<file path="config.mk">
export PLATFORM = sky130hd
export DESIGN_NAME = hazard_ctrl
export DESIGN_NICKNAME = d
export VERILOG_FILES = /design/src/rtl/hazard_pkg.sv /design/src/rtl/hazard_ctrl_sat_counter.sv /design/src/rtl/hazard_ctrl.sv
export SDC_FILE = /design/constraint.sdc
export NUM_CORES = 1
export LEC_CHECK = 0
export BUFFER_PORTS_ARGS = -buffer_cell sky130_fd_sc_hd__buf_2
export CORE_UTILIZATION = 45
export DETAILED_ROUTE_END_ITERATION = 10
export PLACE_DENSITY = 0.76
export SLEW_MARGIN = 20
export SYNTH_ARGS = -nofsm -noshare
export SYNTH_HDL_FRONTEND = slang
export SYNTH_SLANG_ARGS = --single-unit
</file>
<file path="constraint.sdc">
create_clock -name clk_i -period 3.4 [get_ports clk_i]
set_clock_uncertainty 0.2 [all_clocks]
set_input_delay 0.34 -clock clk_i [delete_from_list [all_inputs] [get_ports clk_i]]
set_output_delay 0.34 -clock clk_i [all_outputs]
set_load 0.02 [all_outputs]
</file>
<file path="src/rtl/hazard_pkg.sv">
// Shared pipeline definitions for the hazard/stall controller:
// FSM state encoding, the architectural zero register index, the default
// performance-counter width and the load-use detection helper.
package hazard_pkg;

  localparam int unsigned DEF_CNT_W = 32;
  localparam int unsigned REG_W     = 5;
  localparam logic [REG_W-1:0] REG_ZERO = 5'd0;

  typedef enum logic [0:0] {
    ST_RUN      = 1'b0,
    ST_MEM_WAIT = 1'b1
  } state_e;

  // Load in ID/EX whose destination feeds a source of the instruction in ID.
  // Writes to the zero register never create a dependency.
  function automatic logic load_use_hit(input logic             memread,
                                        input logic [REG_W-1:0] ex_rt,
                                        input logic [REG_W-1:0] id_rs,
                                        input logic [REG_W-1:0] id_rt);
    return memread && (ex_rt != REG_ZERO) && ((ex_rt == id_rs) || (ex_rt == id_rt));
  endfunction

endpackage

</file>
<file path="src/rtl/hazard_ctrl_sat_counter.sv">
// Saturating up-counter used for performance statistics.
// Ports:
//   clk_i  clock
//   rst_i  asynchronous active-low reset, clears the count
//   en_i   count this cycle
//   cnt_o  current count, holds at all-ones
module sat_counter #(
  parameter int unsigned CNT_W = 32
) (
  input  logic             clk_i,
  input  logic             rst_i,
  input  logic             en_i,
  output logic [CNT_W-1:0] cnt_o
);

  // Increment when enabled unless already saturated.
  always_ff @(posedge clk_i or negedge rst_i) begin
    if (!rst_i) begin
      cnt_o <= '0;
    end else if (en_i && (cnt_o != {CNT_W{1'b1}})) begin
      cnt_o <= cnt_o + CNT_W'(1);
    end
  end

endmodule

</file>
<file path="src/rtl/hazard_ctrl.sv">
// Pipeline hazard and stall controller for the five-stage core.
// Detects load-use hazards (one-cycle ID/EX bubble), flushes IF/ID on taken
// branches and freezes the whole pipe while a data-memory access waits for
// its acknowledge. Keeps saturating stall/bubble/flush counters and a sticky
// memory-timeout flag.
// Ports:
//   clk_i, rst_i            clock, asynchronous active-low reset
//   id_rs_i, id_rt_i        source fields of the instruction in ID
//   idex_memread_i          MemRead held in ID/EX
//   idex_rt_i               load destination held in ID/EX
//   branch_taken_i          branch in ID resolved taken
//   dmem_req_i, dmem_ack_i  MEM stage request (level) and completion
//   pc_write_o, ifid_write_o, ifid_flush_o, idex_bubble_o, mem_stall_o
//                           combinational pipe controls
//   stall_cnt_o, bubble_cnt_o, flush_cnt_o  performance counters
//   mem_err_o               sticky memory-timeout flag
module hazard_ctrl
  import hazard_pkg::*;
#(
  parameter int unsigned CNT_W       = DEF_CNT_W,
  parameter int unsigned MEM_TIMEOUT = 1024
) (
  input  logic             clk_i,
  input  logic             rst_i,
  input  logic [4:0]       id_rs_i,
  input  logic [4:0]       id_rt_i,
  input  logic             idex_memread_i,
  input  logic [4:0]       idex_rt_i,
  input  logic             branch_taken_i,
  input  logic             dmem_req_i,
  input  logic             dmem_ack_i,
  output logic             pc_write_o,
  output logic             ifid_write_o,
  output logic             ifid_flush_o,
  output logic             idex_bubble_o,
  output logic             mem_stall_o,
  output logic [CNT_W-1:0] stall_cnt_o,
  output logic [CNT_W-1:0] bubble_cnt_o,
  output logic [CNT_W-1:0] flush_cnt_o,
  output logic             mem_err_o
);

  localparam int unsigned TMO_W = $clog2(MEM_TIMEOUT + 1);

  state_e           state_q;
  state_e           state_d;
  logic [TMO_W-1:0] tmo_q;
  logic [TMO_W-1:0] tmo_inc;
  logic             load_use;

  assign load_use = load_use_hit(idex_memread_i, idex_rt_i, id_rs_i, id_rt_i);

  // State register.
  always_ff @(posedge clk_i or negedge rst_i) begin
    if (!rst_i) begin
      state_q <= ST_RUN;
    end else begin
      state_q <= state_d;
    end
  end

  // Next state and pipe controls; memory stall outranks load-use outranks branch.
  // The stall is gated by reset so it drops the moment reset asserts.
  always_comb begin
    state_d       = state_q;
    mem_stall_o   = 1'b0;
    pc_write_o    = 1'b1;
    ifid_write_o  = 1'b1;
    ifid_flush_o  = 1'b0;
    idex_bubble_o = 1'b0;

    unique case (state_q)
      ST_RUN: begin
        if (dmem_req_i && !dmem_ack_i) begin
          state_d     = ST_MEM_WAIT;
          mem_stall_o = rst_i;
        end
      end
      ST_MEM_WAIT: begin
        if (dmem_ack_i) begin
          state_d = ST_RUN;
        end else begin
          mem_stall_o = rst_i;
        end
      end
      default: state_d = ST_RUN;
    endcase

    if (mem_stall_o) begin
      pc_write_o   = 1'b0;
      ifid_write_o = 1'b0;
    end else if (load_use) begin
      pc_write_o    = 1'b0;
      ifid_write_o  = 1'b0;
      idex_bubble_o = 1'b1;
    end else if (branch_taken_i) begin
      ifid_flush_o = 1'b1;
    end
  end

  // Saturating increment so a very long wait cannot wrap back below the limit.
  assign tmo_inc = (tmo_q == TMO_W'(MEM_TIMEOUT)) ? tmo_q : tmo_q + TMO_W'(1);

  // Wait-cycle counter: cleared on entry to MEM_WAIT, counts every MEM_WAIT cycle.
  always_ff @(posedge clk_i or negedge rst_i) begin
    if (!rst_i) begin
      tmo_q <= '0;
    end else if ((state_q == ST_RUN) && (state_d == ST_MEM_WAIT)) begin
      tmo_q <= '0;
    end else if (state_q == ST_MEM_WAIT) begin
      tmo_q <= tmo_inc;
    end
  end

  // Sticky timeout flag; the FSM keeps waiting for the acknowledge regardless.
  always_ff @(posedge clk_i or negedge rst_i) begin
    if (!rst_i) begin
      mem_err_o <= 1'b0;
    end else if ((state_q == ST_MEM_WAIT) && (tmo_inc == TMO_W'(MEM_TIMEOUT))) begin
      mem_err_o <= 1'b1;
    end
  end

  sat_counter #(.CNT_W(CNT_W)) u_stall_cnt (
    .clk_i (clk_i),
    .rst_i (rst_i),
    .en_i  (mem_stall_o),
    .cnt_o (stall_cnt_o)
  );

  sat_counter #(.CNT_W(CNT_W)) u_bubble_cnt (
    .clk_i (clk_i),
    .rst_i (rst_i),
    .en_i  (idex_bubble_o),
    .cnt_o (bubble_cnt_o)
  );

  sat_counter #(.CNT_W(CNT_W)) u_flush_cnt (
    .clk_i (clk_i),
    .rst_i (rst_i),
    .en_i  (ifid_flush_o),
    .cnt_o (flush_cnt_o)
  );

endmodule

</file>
# == Word-level counts from Yosys, hierarchy flattened ==
# Cells that the tools add are included.
# totals
output_inout_bits,102
inputBits,21
ff_bits,109
word_cells,46
# classes
reduce_logical,12
eq_ne,7
n_bitwise,1
addsub,4
mux,16
# ops
cell,count
$add A32 B1 Y32 const B,3
$ne A32 B32 Y1 const B,3
$mux W11,3
$eq A11 B11 Y1 const B,2
$add A11 B1 Y11 const B,1
$mux W1,11
$eq A5 B5 Y1,2
$logic_and A1 B1 Y1,8
$reduce_bool A5 Y1,1
$pmux W1 S2,2
$reduce_bool A2 Y1,1
$logic_not A1 Y1,1
$logic_or A1 B1 Y1,1
$not A1 Y1,1

# == Longest topological paths before layout ==
# logic_depth
ltp_word,6
ltp_mapped,9
mapped_depth_nobuf,8

# == By module ==
# From an unflattened synthesis, not the netlist that was laid out.
# hier_totals
cells_unflattened,575
area_unflattened_um2,5898.2
# by_module_without_submodules
module,instances,area_per_inst_um2,seq_area_each_um2,cells_per_inst
sat_counter,3,1624.1,800.8,151
hazard_ctrl,1,1026.0,325.3,122

# == Worst setup path after synthesis ==
# Ideal clock, no wire load.
# synth_timing
path_type,reg-to-reg
from,register u_stall_cnt.cnt_o[0]
to,register u_stall_cnt.cnt_o[17]
path_stages_with_launch,9
n_path_buf,1
arrival_ns,2.220
setup_slack_ns,0.900
setup_time_ns,0.080
period_less_slack_ns,2.500
t_required_ns,3.120
cell_sequence,dfrtp_1 > ha_1 > and3_1 > and4_2 > and3_2 > or4b_1 > buf_2 > nor2_1 > xor2_1
# synth_via
elab_chain_len,2
word_cells_on_any_way,3
cone_classes,add/sub: 1; eq/ne: 1; reduce/logical: 1
# synth_rtl
element,line_no,text
from (decl),hazard_ctrl_sat_counter.sv:13,output logic [CNT_W-1:0] cnt_o
from (signal assigned),hazard_ctrl_sat_counter.sv:21,cnt_o <= cnt_o + CNT_W'(1);
"parallel branches: the longest is 2 deep, another holds $add A32 B1 Y32",n/a,
# Parallel ways; which one is timed is not known.
# A chain may end at the register's enable or synchronous reset.

# == Worst setup path after layout ==
# layout_timing
from,register state_q
to,output port idex_bubble_o
# layout_via
elab_chain_len,3
# layout_rtl
element,line_no,text
from (decl),hazard_ctrl.sv:45,state_e state_q;
from (signal assigned),hazard_ctrl.sv:58,state_q <= state_d;
$not A1 Y1,n/a,
$pmux W1 S2 *,hazard_ctrl.sv:72,unique case (state_q)
$mux W1 *,hazard_ctrl.sv:89,if (mem_stall_o) begin
to (decl),hazard_ctrl.sv:35,"output logic idex_bubble_o,"
# Mark *: on every way between the ends. The rest lies on a longest branch, timed or not.

==> summary.md <==
| Metric | Value |
|---|---|
| Result of the run | `finished, final reports clean` |
| Leading register cell type out of synthesis | `dfrtp_1` |
| Detailed route wirelength on metal3 | `between 500 and 600 um` |
| Setup repair after global routing missed its margin | `no` |
| Slowest cell on the critical path | `dfrtp_1` |
| IO Count | `123` |
| Slew @ Worst Pin | `roughly 0.84 ns` |
| Final estimated routing congestion in global placement | `between 0.8 and 0.9` |
| Vias in the first global route | `4398` |
| Data arrival time of the critical path | `between 2 and 2.5 ns` |
| Initial standard-cell utilization of the core | `0.4647` |
| Critical path's most frequent cell | `nand2_1` |
| Number of H-tree branching levels | `3` |
| Post-synth top area cell | `dfrtp_1` |
| Pins over their slew limit | `0` |
| Area Growth Syn to Fin | `19.42%` |
| Setup total negative slack | `0 ns` |
| P_int | `0.002171 W` |
| Clock tree buffer depth | `2` |
| Worst vdd rail ir drop | `0.0003482 V` |
| Max stage delay on crit path | `approximately 0.53 ns` |
| Relative contribution of the clock network to total power | `0.347` |
| Max Used Layer | `met4` |
| CTS buffer count | `9` |
| Headroom to the max-slew limit | `0.4433` |
| EDFF count, synth | `0` |
| Clock tree from TritonCTS | `yes` |
| Leading cell types by count after synthesis | `109 x dfrtp_1, 69 x xnor2_1, 49 x nand4_1` |
| # Max-Cap Violations | `0` |
| Buffer count from post-CTS setup fixing | `0` |
| Met2 Wirelength | `approximately 6200 um` |
| Critical path, cell by cell | `o21ba_4, nand2_1, inv_1, nor2_1, nand2_1, clkinv_1, buf_2` |
| Post-synthesis cell area | `~0.0056 sq mm` |
| Power share of the sequential group | `0.490` |
| Worst slack at placement | `between 0.7 and 0.8 ns` |
| Dominant cell by count in the synthesized netlist | `dfrtp_1` |
| Die outline height | `113.6 um` |
| Site row count | `40` |
| Diode insertion count for antenna repair | `0` |
| Antenna-violating nets left | `0` |
| Share of synthesized area occupied by flip-flops and latches | `0.4866` |
| Die Area | `~0.013 sq mm` |
| Insertion delay to the later sink of the worst-skew pair | `~0.36 ns` |
| Hold violation count in the final report | `0` |
| Post-layout min period | `roughly 2.7 ns` |
| Kind of end point of the critical path | `primary output` |
| Flop and latch count out of synthesis | `roughly 110` |
| 1st-pass router iterations | `4` |
| Number of DRC markers after the initial detailed-route iteration | `234` |
| Clock-pin slew of the registers on the worst-case setup and hold paths | `roughly 0.07 ns` |
| Buffers plus inverters on the worst setup path | `3` |
| Initial antenna violation count | `0` |
| Via count | `roughly 4700` |
| Final Cell Area | `about 0.0067 sq mm` |
| Chip width | `113.6 um` |
| Post-place instance area | `approximately 0.0064 sq mm` |
| Number of warnings printed during yosys synthesis | `0` |
| Num Clock Sinks | `between 100 and 150` |
| Sum of routed wire segments on met1 | `~5800 um` |
| Total Nets Final | `slightly below 700` |
| Final critical-path setup slack | `0.6971 ns` |
| Routed wire length | `between 10000 and 15000 um` |
| HPWL Detailed | `9294 um` |
| Global-route wire length before repair | `approximately 21000 um` |
| Sw power | `approximately 0.00092 W` |
| Overall track demand over capacity in global routing | `0.2078` |
| DRC violation count after routing | `0` |
| Critical path data required time | `2.86 ns` |
| Vias/cell | `~5.5` |
| F_max | `370.0 MHz` |
| Share of the synthesized area in the top cell type | `0.4866` |
| Pwr dens | `462.1 mW/mm^2` |
| Clk Tree Root Cell | `clkbuf_16` |
| Layout cells sized above 1 | `0.2344` |
| Total global routing overflow | `0` |
| Setup Viol. Count Final | `0` |
| Standard cell core area | `roughly 0.012 sq mm` |
| Critical path type | `reg2out` |
| Leakage | `3.301 nW` |
| Maximum number of pins on one net before global-route repair | `69` |
| Synthesized net count | `570` |
| Largest cells by area after synthesis | `dfrtp_1 49%, xnor2_1 11%, xor2_1 5.9%` |
| Mapped Cells | `between 500 and 600` |
| Cts repair resizes | `0` |
| Async S/R FF share, synth | `1.000` |
| Routed length per instance | `~15 um` |
| Switching power as a share of total power | `0.2980` |
| Post-route fraction of the period consumed by the critical path | `0.7950` |
| Crit start category | `register` |
| Synthesized area per cell | `10.30 sq um` |
| Number of different library cells in the post-synthesis netlist | `54` |
| Number of buffers added on ports | `122` |
| Type of the most critical hold path | `in2reg` |
| Proportion of power drawn by combinational gates | `0.164` |
| Number of hold buffers added after CTS | `1` |
| Biggest fanout along the worst timing path | `9` |
| Kind of cell with the highest combined delay on the critical path | `buffers and inverters` |
## per-stage QoR
step	hold slack [ns]	total power, W	utilization	instances
2_1_floorplan	-0.1556	0.001839	-	544
3_3_place_gp	-0.05682	0.002026	0.5295	825
3_5_place_dp	-0.05166	0.002047	0.5295	825
4_1_cts	0.07552	0.003125	0.5550	842
5_1_grt	0.08522	0.003224	0.5550	842
6_report	0.08434	0.003093	0.5550	842
## layout by cell type (no fill, tap or decap), types with 16 or more instances in the layout
cell and count:
and3_1 21, buf_2 121, dfrtp_1 109, nand2_1 32
nand3_1 43, nand4_1 49, nor2_1 35, nor3_1 16
xnor2_1 69, xor2_1 38
## per-layer routing
metal  GRT usage  vias to the layer above
met5           0                        -
met4     0.06930                        0
met3     0.04091                       21
met2      0.3415                      135
met1      0.2758                     2308
li1            -                     2207
## cell families after synthesis
group	share of synthesized area
xor gates and xnor gates	0.1672
adders and majority gates	0.01116
AOI/OAI and AO/OA	0.04532
buffers and inverters	0.02433
DFF	0.4866
and+or+nand+nor	0.2594
muxes	0.006026
## area by class of cell
class,count,area [sq um]
flip-flops and latches,109,2728
well taps,168,210.2
repair buffers,129,668.1
inverters,13,48.80
multi-input cells,407,2741
fillers,1067,5368
clock inverters,6,68.82
clock buffers,10,229.0
## sequential cells by signal (all words and copies together) (netlist names)
signal,flops
tmo_q,11
u_flush_cnt.cnt_o,32
u_bubble_cnt.cnt_o,32
mem_err_o,1
state_q,1
u_stall_cnt.cnt_o,32
## worst reg2reg max path, stage by stage, from the launching register on
cell and delay [ns]:
dfrtp_1 0.40, ha_1 0.22, nand4_1 0.23, or3_1 0.49, nor3_4 0.50, nor2_1 0.16, mux2_2 0.30
## power groups by stage
stage	combinational, W	clock, W	sequential (W)
floorplan	0.000221	0	0.00162
global placement	0.000497	0	0.00153
detailed placement	0.000508	0	0.00154
CTS	0.000513	0.00110	0.00152
global route	0.000550	0.00114	0.00153
finish	0.000506	0.00107	0.00151
## worst paths after layout
| kind | from | to | cells past startpoint | slack (ns) |
|---|---|---|---|---|
| worst min-delay path | branch_taken_i | u_flush_cnt.cnt_o[6]$_DFFE_PN0P_ | 3 | 0.08 |
| worst min register to register | mem_err_o$_DFFE_PN0P_ | mem_err_o$_DFFE_PN0P_ | 1 | 0.26 |
| worst max-delay path | state_q$_DFF_PN0_ | idex_bubble_o | 7 | 0.70 |
| min in group asynchronous | rst_i | u_stall_cnt.cnt_o[0]$_DFFE_PN0P_ | 2 | 0.16 |
| max in group asynchronous | rst_i | u_bubble_cnt.cnt_o[15]$_DFFE_PN0P_ | 4 | 1.26 |
| worst max register to register | u_bubble_cnt.cnt_o[0]$_DFFE_PN0P_ | u_bubble_cnt.cnt_o[1]$_DFFE_PN0P_ | 6 | 0.79 |
No activity file was read; power rests on OpenSTA's default activity.
